<file path="src/rtl/clk_divider_multi.sv">
// clk_divider_multi: NCH independent, runtime-programmable clock dividers
// driven from one master clock.
//
// Each channel counts 0 .. active-1 and drives clkout high while the pre-edge
// counter is below a threshold. clkout is registered and therefore lags the
// counter by one cycle. A newly loaded ratio waits in a pending register and
// takes effect only at the channel's period boundary, so no short or runt
// pulses are produced. A common sync strobe restarts every channel at phase 0
// and applies any pending ratio at once.
//
// Optional build macro:
//   DUTY_ROUND_UP_EN  defined   -> threshold = (active+1)>>1 (odd ratios high-biased)
//                     undefined -> threshold = active>>1     (odd ratios low-biased)
//
// Ports:
//   clkin       master clock, all logic on the rising edge
//   reset       asynchronous active-high reset
//   enable      global count enable; low freezes counters and clkout, edge_rise = 0
//   sync        one-cycle strobe; restarts all channels at phase 0
//   ratio_in    per-channel new ratio, channel k at [k*B +: B]
//   ratio_load  per-channel strobe capturing the ratio_in slice as pending
//   clkout      divided clock per channel (registered)
//   edge_rise   one-cycle pulse coincident with the clkout rising cycle
//   busy        high while a loaded ratio is pending and not yet applied

module clk_divider_multi #(
  parameter int unsigned NCH           = 2,
  parameter int unsigned B             = 16,
  parameter int unsigned DEFAULT_RATIO = 3
) (
  input  logic             clkin,
  input  logic             reset,
  input  logic             enable,
  input  logic             sync,
  input  logic [NCH*B-1:0] ratio_in,
  input  logic [NCH-1:0]   ratio_load,
  output logic [NCH-1:0]   clkout,
  output logic [NCH-1:0]   edge_rise,
  output logic [NCH-1:0]   busy
);

  localparam logic [B-1:0] RATIO_MIN   = B'(2);
  localparam logic [B-1:0] RESET_RATIO = (DEFAULT_RATIO < 2) ? RATIO_MIN : B'(DEFAULT_RATIO);

  // Ratios of 0 or 1 cannot form a period with a high and a low phase.
  function automatic logic [B-1:0] clamp_ratio(input logic [B-1:0] r);
    return (r < RATIO_MIN) ? RATIO_MIN : r;
  endfunction

  // High-phase length in clkin cycles for a given ratio.
  function automatic logic [B-1:0] threshold(input logic [B-1:0] a);
`ifdef DUTY_ROUND_UP_EN
    // Widened by one bit so a ratio of all-ones does not overflow.
    return B'(({1'b0, a} + (B+1)'(1)) >> 1);
`else
    return a >> 1;
`endif
  endfunction

  genvar k;
  generate
    for (k = 0; k < NCH; k++) begin : g_ch
      logic [B-1:0] counter_q, counter_d;
      logic [B-1:0] active_q,  active_d;
      logic [B-1:0] pending_q, pending_d;
      logic         pend_v_q,  pend_v_d;
      logic         clkout_q,  clkout_d;
      logic         edge_q,    edge_d;
      logic [B-1:0] load_val;
      logic         at_wrap;

      assign load_val = clamp_ratio(ratio_in[k*B +: B]);
      assign at_wrap  = (counter_q == (active_q - B'(1)));

      // Next-state: sync beats counting; a load is applied last so it always
      // survives as pending even when the old pending value is consumed.
      always_comb begin
        counter_d = counter_q;
        active_d  = active_q;
        pending_d = pending_q;
        pend_v_d  = pend_v_q;
        clkout_d  = clkout_q;
        edge_d    = 1'b0;

        if (sync) begin
          counter_d = '0;
          clkout_d  = 1'b0;
          if (pend_v_q) begin
            active_d = pending_q;
            pend_v_d = 1'b0;
          end
        end else if (enable) begin
          // Outputs on the apply edge still use the old active ratio.
          clkout_d = (counter_q < threshold(active_q));
          edge_d   = (counter_q == '0);
          if (at_wrap) begin
            counter_d = '0;
            if (pend_v_q) begin
              active_d = pending_q;
              pend_v_d = 1'b0;
            end
          end else begin
            counter_d = counter_q + B'(1);
          end
        end

        if (ratio_load[k]) begin
          pending_d = load_val;
          pend_v_d  = 1'b1;
        end
      end

      // Channel state register.
      always_ff @(posedge clkin or posedge reset) begin
        if (reset) begin
          counter_q <= '0;
          active_q  <= RESET_RATIO;
          pending_q <= RESET_RATIO;
          pend_v_q  <= 1'b0;
          clkout_q  <= 1'b0;
          edge_q    <= 1'b0;
        end else begin
          counter_q <= counter_d;
          active_q  <= active_d;
          pending_q <= pending_d;
          pend_v_q  <= pend_v_d;
          clkout_q  <= clkout_d;
          edge_q    <= edge_d;
        end
      end

      assign clkout[k]    = clkout_q;
      assign edge_rise[k] = edge_q;
      assign busy[k]      = pend_v_q;
    end
  endgenerate

endmodule

</file>
<file path="config.mk">
export PLATFORM = sky130hd
export DESIGN_NAME = clk_divider_multi
export DESIGN_NICKNAME = d
export VERILOG_FILES = /design/src/rtl/clk_divider_multi.sv
export SDC_FILE = /design/constraint.sdc
export NUM_CORES = 1
export LEC_CHECK = 0
export ABC_AREA = 1
export CAP_MARGIN = 20
export CORE_MARGIN = 1
export CORE_UTILIZATION = 32
export CTS_CLUSTER_DIAMETER = 150
export DETAILED_ROUTE_END_ITERATION = 8
export SLEW_MARGIN = 20
export SYNTH_ARGS = -nofsm -noshare
export SYNTH_HDL_FRONTEND = slang
export SYNTH_SLANG_ARGS = --single-unit
</file>
<file path="constraint.sdc">
create_clock -name clkin -period 5.05 [get_ports clkin]
set_input_delay 1.01 -clock clkin [delete_from_list [all_inputs] [get_ports clkin]]
set_output_delay 1.01 -clock clkin [all_outputs]
set_load 0.01 [all_outputs]
</file>
# ---- After elaboration in Yosys (flattened, before gate mapping)
# Cells that the tools add are included.
dict set report word_totals {
  reg_bits 102
  inputBits 38
  out_inout_bits 6
  word_cells 67
}
dict set report classes {
  addsub 4
  magnitude_cmp 4
  n_eq_ne 2
  n_mux 32
  n_reduce_logical 13
}
# operator n
set op_table {}
lappend op_table {{$mux W16} 16}
lappend op_table {{$add A16 B1 Y16 const B} 2}
lappend op_table {{$eq A16 B16 Y1} 2}
lappend op_table {{$logic_not A16 Y1} 2}
lappend op_table {{$lt A16 B15 Y1} 2}
lappend op_table {{$lt A16 B2 Y1 const B} 2}
lappend op_table {{$sub A16 B1 Y16 const B} 2}
lappend op_table {{$mux W1} 16}
lappend op_table {{$reduce_bool A3 Y1} 4}
lappend op_table {{$reduce_and A2 Y1} 4}
lappend op_table {{$reduce_bool A2 Y1} 3}

# ---- Longest topological paths before layout
dict set report depth {
  depth_word 6
  mapped_depth 19
  mapped_depth_nobuf 18
}

# ---- Least setup slack after synthesis
# No wires, ideal clock.
dict set report synth_path {
  path_kind {input -> register}
  start {input sync}
  end {register g_ch[0].counter_q[15]}
  setup_time_ps 71
  arrival_ps 2073
  required_ps 4979
  setup_slack_ps 2906
  stages 9
  cell_sequence {nor2_1 inv_1 nand2_1 nor2_1 nand2_1 nor2_1 nand3_1 xor2_1 nor2_1}
}
dict set report synth_via {
  elab_chain_len 1
  word_cells_on_any_way 2
  cone_classes {mux (1); reduce/logical (1)}
}
# item line_no
set synth_lines {}
lappend synth_lines {{start, declared} 34} ;# input logic sync,
lappend synth_lines {{$mux W16 or $reduce_bool A2 Y1 (tied branches)} -}
lappend synth_lines {{end signal, assigned} 123} ;# counter_q <= counter_d;
lappend synth_lines {{end, declared} 63} ;# logic [B-1:0] counter_q, counter_d;
# Parallel ways exist; a longest one is shown, timed or not.
# A chain may end at the register's enable or synchronous reset.

# ---- Worst setup path in the final report
dict set report layout_path {
  start {register g_ch[1].active_q[0]}
  end {register g_ch[1].active_q[2]}
}
dict set report layout_via {
  elab_chain_len 4
}
# item line_no
set layout_lines {}
lappend layout_lines {{start, declared} 64} ;# logic [B-1:0] active_q, active_d;
lappend layout_lines {{start signal, assigned} 124} ;# active_q <= active_d;
lappend layout_lines {{$sub A16 B1 Y16} 73} ;# assign at_wrap = (counter_q == (active_q - B'(1)));
lappend layout_lines {{$eq A16 B16 Y1} 73}
lappend layout_lines {{$reduce_bool A2 Y1 (no source line)} -}
lappend layout_lines {{$reduce_and A2 Y1 (no source line)} -}
# Every way passes these cells.

==> impl_summary.txt <==
----------------------------------------------------
[Run status]
  Outcome ... finished clean

[Layout]
  Fraction of final layout cells sized beyond drive strength 1 ... about 4.8%
  Antenna diode count ... 0
  Layout fillers ... between 2,000 and 2,500
  Area growth from synthesis to final layout ... 13.61%
  Post-layout nets ... about 1,000

[STA]
  Achievable frequency ... between 0.3 and 0.4 GHz
  Final Hold Vio Count ... 0
  Setup repair after global routing missed its margin ... no
  Worst rel slew slack ... 47.81%
  Shortest clock period the worst path allows after layout ... 3040 ps
  Clock Skews ... about 7.9 ps
  Worst Setup Slack, final ... roughly 2000 ps
  Final slew viol count ... 0
  Final-report setup violation count ... 0
  Share of the cycle needed by the critical path after routing ... between 60% and 70%
  Worst Max-Slew Pin Slew ... 779.9 ps
  Min Hold Slack ... between 400 and 500 ps
  Aggregate negative setup slack ... 0 ps

[Yosys]
  Area share of the largest cell type after synthesis ... between 30 and 40%
  Largest area contributor in the netlist ... dfrtp_1
  Net Count, Synth ... approximately 1,000
  FFs w/ async S/R, synth ... 100.0%
  Simple-Gate Fraction of Synth Area ... 34.92%
  Adder-cell area share of the yosys netlist ... under 10%
  Syn Area/Cell ... between 7 and 8 µm²
  Multiplexer share of the synthesized area ... 0%
  Commonest register cell after synthesis ... dfrtp_1
  Flip-flop and latch count after synthesis ... ~100
  Yosys warning total ... 0
  Main area contributors after synthesis ... dfrtp_1 (36%), nand2_1 (18%), ha_1 (6.5%)
  Cell area after technology mapping ... roughly 6600 µm²
  Number of enable-type register cells in the synthesized netlist ... 0
  Dominant combinational cell family by area after synthesis ... simple AND/OR/NAND/NOR gates
  Number of unique standard cell types used by synthesis ... 30
  Share of the synthesized area in compound gates (AO/OA/AOI/OAI) ... about 4.9%
  Gate Count Post-Synth ... ~900
  XOR/XNOR Fraction of Synth Area ... about 6.3%
  Part of the Yosys area used for sequential elements ... approximately two fifths

[CTS]
  Hold buffer count at cts ... 0
  TritonCTS clock tree ... done
  Number of sinks driven by the clock tree ... about 100
  Buffer cell driving the clock tree root ... clkbuf_16
  Number of buffers inserted by post-CTS setup repair ... 0
  Clock input transition at the sequential cells of the worst setup and hold paths ... roughly 80 ps
  Number of buffers created by CTS ... 9
  Buffer depth of the longest clock path ... 2
  Clock Latency Late Sink ... roughly 360 ps
  Clock H-tree levels ... 3
  Number of gates resized after cts ... 0

[Setup path]
  Buf/Inv on CP ... 2
  Arrival @ worst endpoint ... roughly 3300 ps
  CP max stage delay ... a little under 600 ps
  Type of element capturing the critical path ... flop
  Most common cell on crit path ... nand2_1
  Crit Path Max Fanout ... 32
  Kind of start point of the critical path ... flop
  Family of cells with the greatest summed delay on the critical path ... simple AND/OR/NAND/NOR gates
  CP max-delay cell ... dfstp_2
  Classification of the worst setup path ... flop to flop
  CP Data Required Time ... approximately 5300 ps
  Worst path cell trace ... inv_2 -> ha_1 -> inv_1 -> nand2_1 -> nand2_1 -> nor2_1 -> nand2_1 -> nor2_1 -> nand2_1 -> nor2_1 -> nand2_1 -> nor2_1 -> nand2_1 -> nand2_2 -> nand3_4 -> nand2_1 -> nand2_1

[Detailed routing]
  Vias ... around 5,600
  Router iterations before antenna repair ... 4
  Number of remaining DRC errors ... 0
  Total Routed Length ... 14,910 µm
  Post-detailed-route wirelength per cell ... 12.40 µm
  Routed vias/inst ... between 4 and 5
  Count of nets left with antenna violations after detail routing ... 0
  Detailed router's first-iteration violation count ... around 260

[Global routing]
  Vias in the first global route ... roughly 5,200
  Global-route wire length before repair ... roughly 26,000 µm
  Total overflow reported by the global router ... 0
  Global-route usage over all layers ... approximately 15%
  Maximum number of pins on one net before global-route repair ... 84
  Initial antenna violation count ... 0

[Placed design]
  Port Buf Inserts ... 43
  Gpl congestion ... 0.8362
  Dpl ws ... about 1600 ps
  Final HPWL DP ... about 11,000 µm

[Floorplan]
  DIE AREA ... 21,140 µm²
  Die extent in y ... approximately 150 µm
  Core area ... 20,170 µm²
  Std-Cell Rows ... between 50 and 60
  Num ports ... 44
  Initial Util ... between 30% and 40%
  X dimension of the die ... roughly 150 µm

[Power and ir drop]
  Power density over cell area ... around 300 nW/µm²
  Reported leakage power ... between 0.003 and 0.004 µW
  Worst VDD drop ... about 0.16 mV

[Flow run]
  Max-cap violations ... 0

[Hold path]
  Type of the most critical hold path ... flop to flop

----------------------------------------------------
[cells in the mapped netlist (3+ instances only)]
cell type,count
clkbuf_1,15
dfstp_2,8
o21ai_0,18
nor4_1,12
nand3_1,37
nand2_2,5
buf_4,10
nand4_1,46
a21oi_1,36
nor2_4,3
nand3b_1,10
nor2_2,4
dfrtp_1,94
inv_1,96
o31ai_1,3
nand2_1,310
ha_1,34
clkinv_1,3
xnor2_1,10
xor2_1,37
nor3_1,12
buf_6,3
o211ai_1,3
nor2_1,84
[per-stage QoR]
stage	instances	util (%)	total power, µW	area, µm²
4_1_cts	1202	37.06	2237	7475
5_1_grt	1202	37.07	2365	7477
3_3_place_gp	1186	35.63	1540	7187
3_5_place_dp	1186	35.63	1549	7187
6_report	1202	37.07	2214	7477
2_1_floorplan	902	-	1399	6581
[tightest hold or removal path: cells and delay by family (launching register included)]
| family | cells | cell delay, ps |
|---|---|---|
| and+or+nand+nor | 2 | 90 |
| DFF | 1 | 350 |
[kinds of logic after synthesis]
family,Yosys count
and+or+nand+nor,526
AOI/OAI and AO/OA,61
buffers and inverters,132
DFF,102
adders and majority gates,34
xor gates and xnor gates,47
[where the power goes]
| group | internal [µW] | switching (µW) | total, µW |
|---|---|---|---|
| combinational | 208 | 331 | 538 |
| clock | 346 | 337 | 683 |
| sequential | 897 | 95.0 | 992 |
[sequential cells by signal, summed over array words and instances (netlist names)]
name,cells
g_ch.counter_q,32
g_ch.pend_v_q,2
g_ch.clkout_q,2
g_ch.pending_q,32
g_ch.active_q,32
g_ch.edge_q,2
[layout make-up]
class / instances / area, µm² / area share [%]
timing repair buffer: 45 / 445.4 / 5.957
inverter: 101 / 384.1 / 5.137
clock inverter: 7 / 62.56 / 0.8367
sequential: 102 / 2562 / 34.27
clock buffer: 9 / 225.2 / 3.012
tap: 270 / 337.8 / 4.518
multi-input combinational: 668 / 3460 / 46.27
[layout by cell type (no fill, tap or decap), drive strengths merged, types with 3 or more instances in the layout]
cell type	count
nand2	316
o21ai	19
dfrtp	94
nand4	46
nor3	12
nor4	12
nand3	39
clkbuf	9
nor2	91
ha	34
o31ai	3
inv	102
clkinv	5
o211ai	3
xor2	37
xnor2	10
clkdlybuf4s50	43
dfstp	8
a21oi	36
nand3b	10
[metal layers]
metal  vias up  GRT usage, %  part of all wire [%]
li1       2931             -                     -
met1      2542         21.49                    52
met2        85         22.81                    44
met3        11         2.038                   3.0
met4         0         5.316                   1.5
met5         -             0                     0
[path summary, 6_finish.rpt]
check	start	end	slack (ps)	cells after the start
setup / recovery	g_ch[1].active_q[0]$_DFFE_PP1P_	g_ch[1].active_q[2]$_DFFE_PP0P_	2010	17
hold reg to reg	g_ch[1].pending_q[2]$_DFFE_PP0P_	g_ch[1].pending_q[2]$_DFFE_PP0P_	470	2
max in group asynchronous	reset	g_ch[1].pending_q[1]$_DFFE_PP1P_	3070	3
min in group asynchronous	reset	g_ch[0].pending_q[15]$_DFFE_PP0P_	1160	2
hold / removal	g_ch[1].pending_q[2]$_DFFE_PP0P_	g_ch[1].pending_q[2]$_DFFE_PP0P_	470	2
setup reg to reg	g_ch[1].active_q[0]$_DFFE_PP1P_	g_ch[1].active_q[2]$_DFFE_PP0P_	2010	17
(Power assumes the default switching activity.)
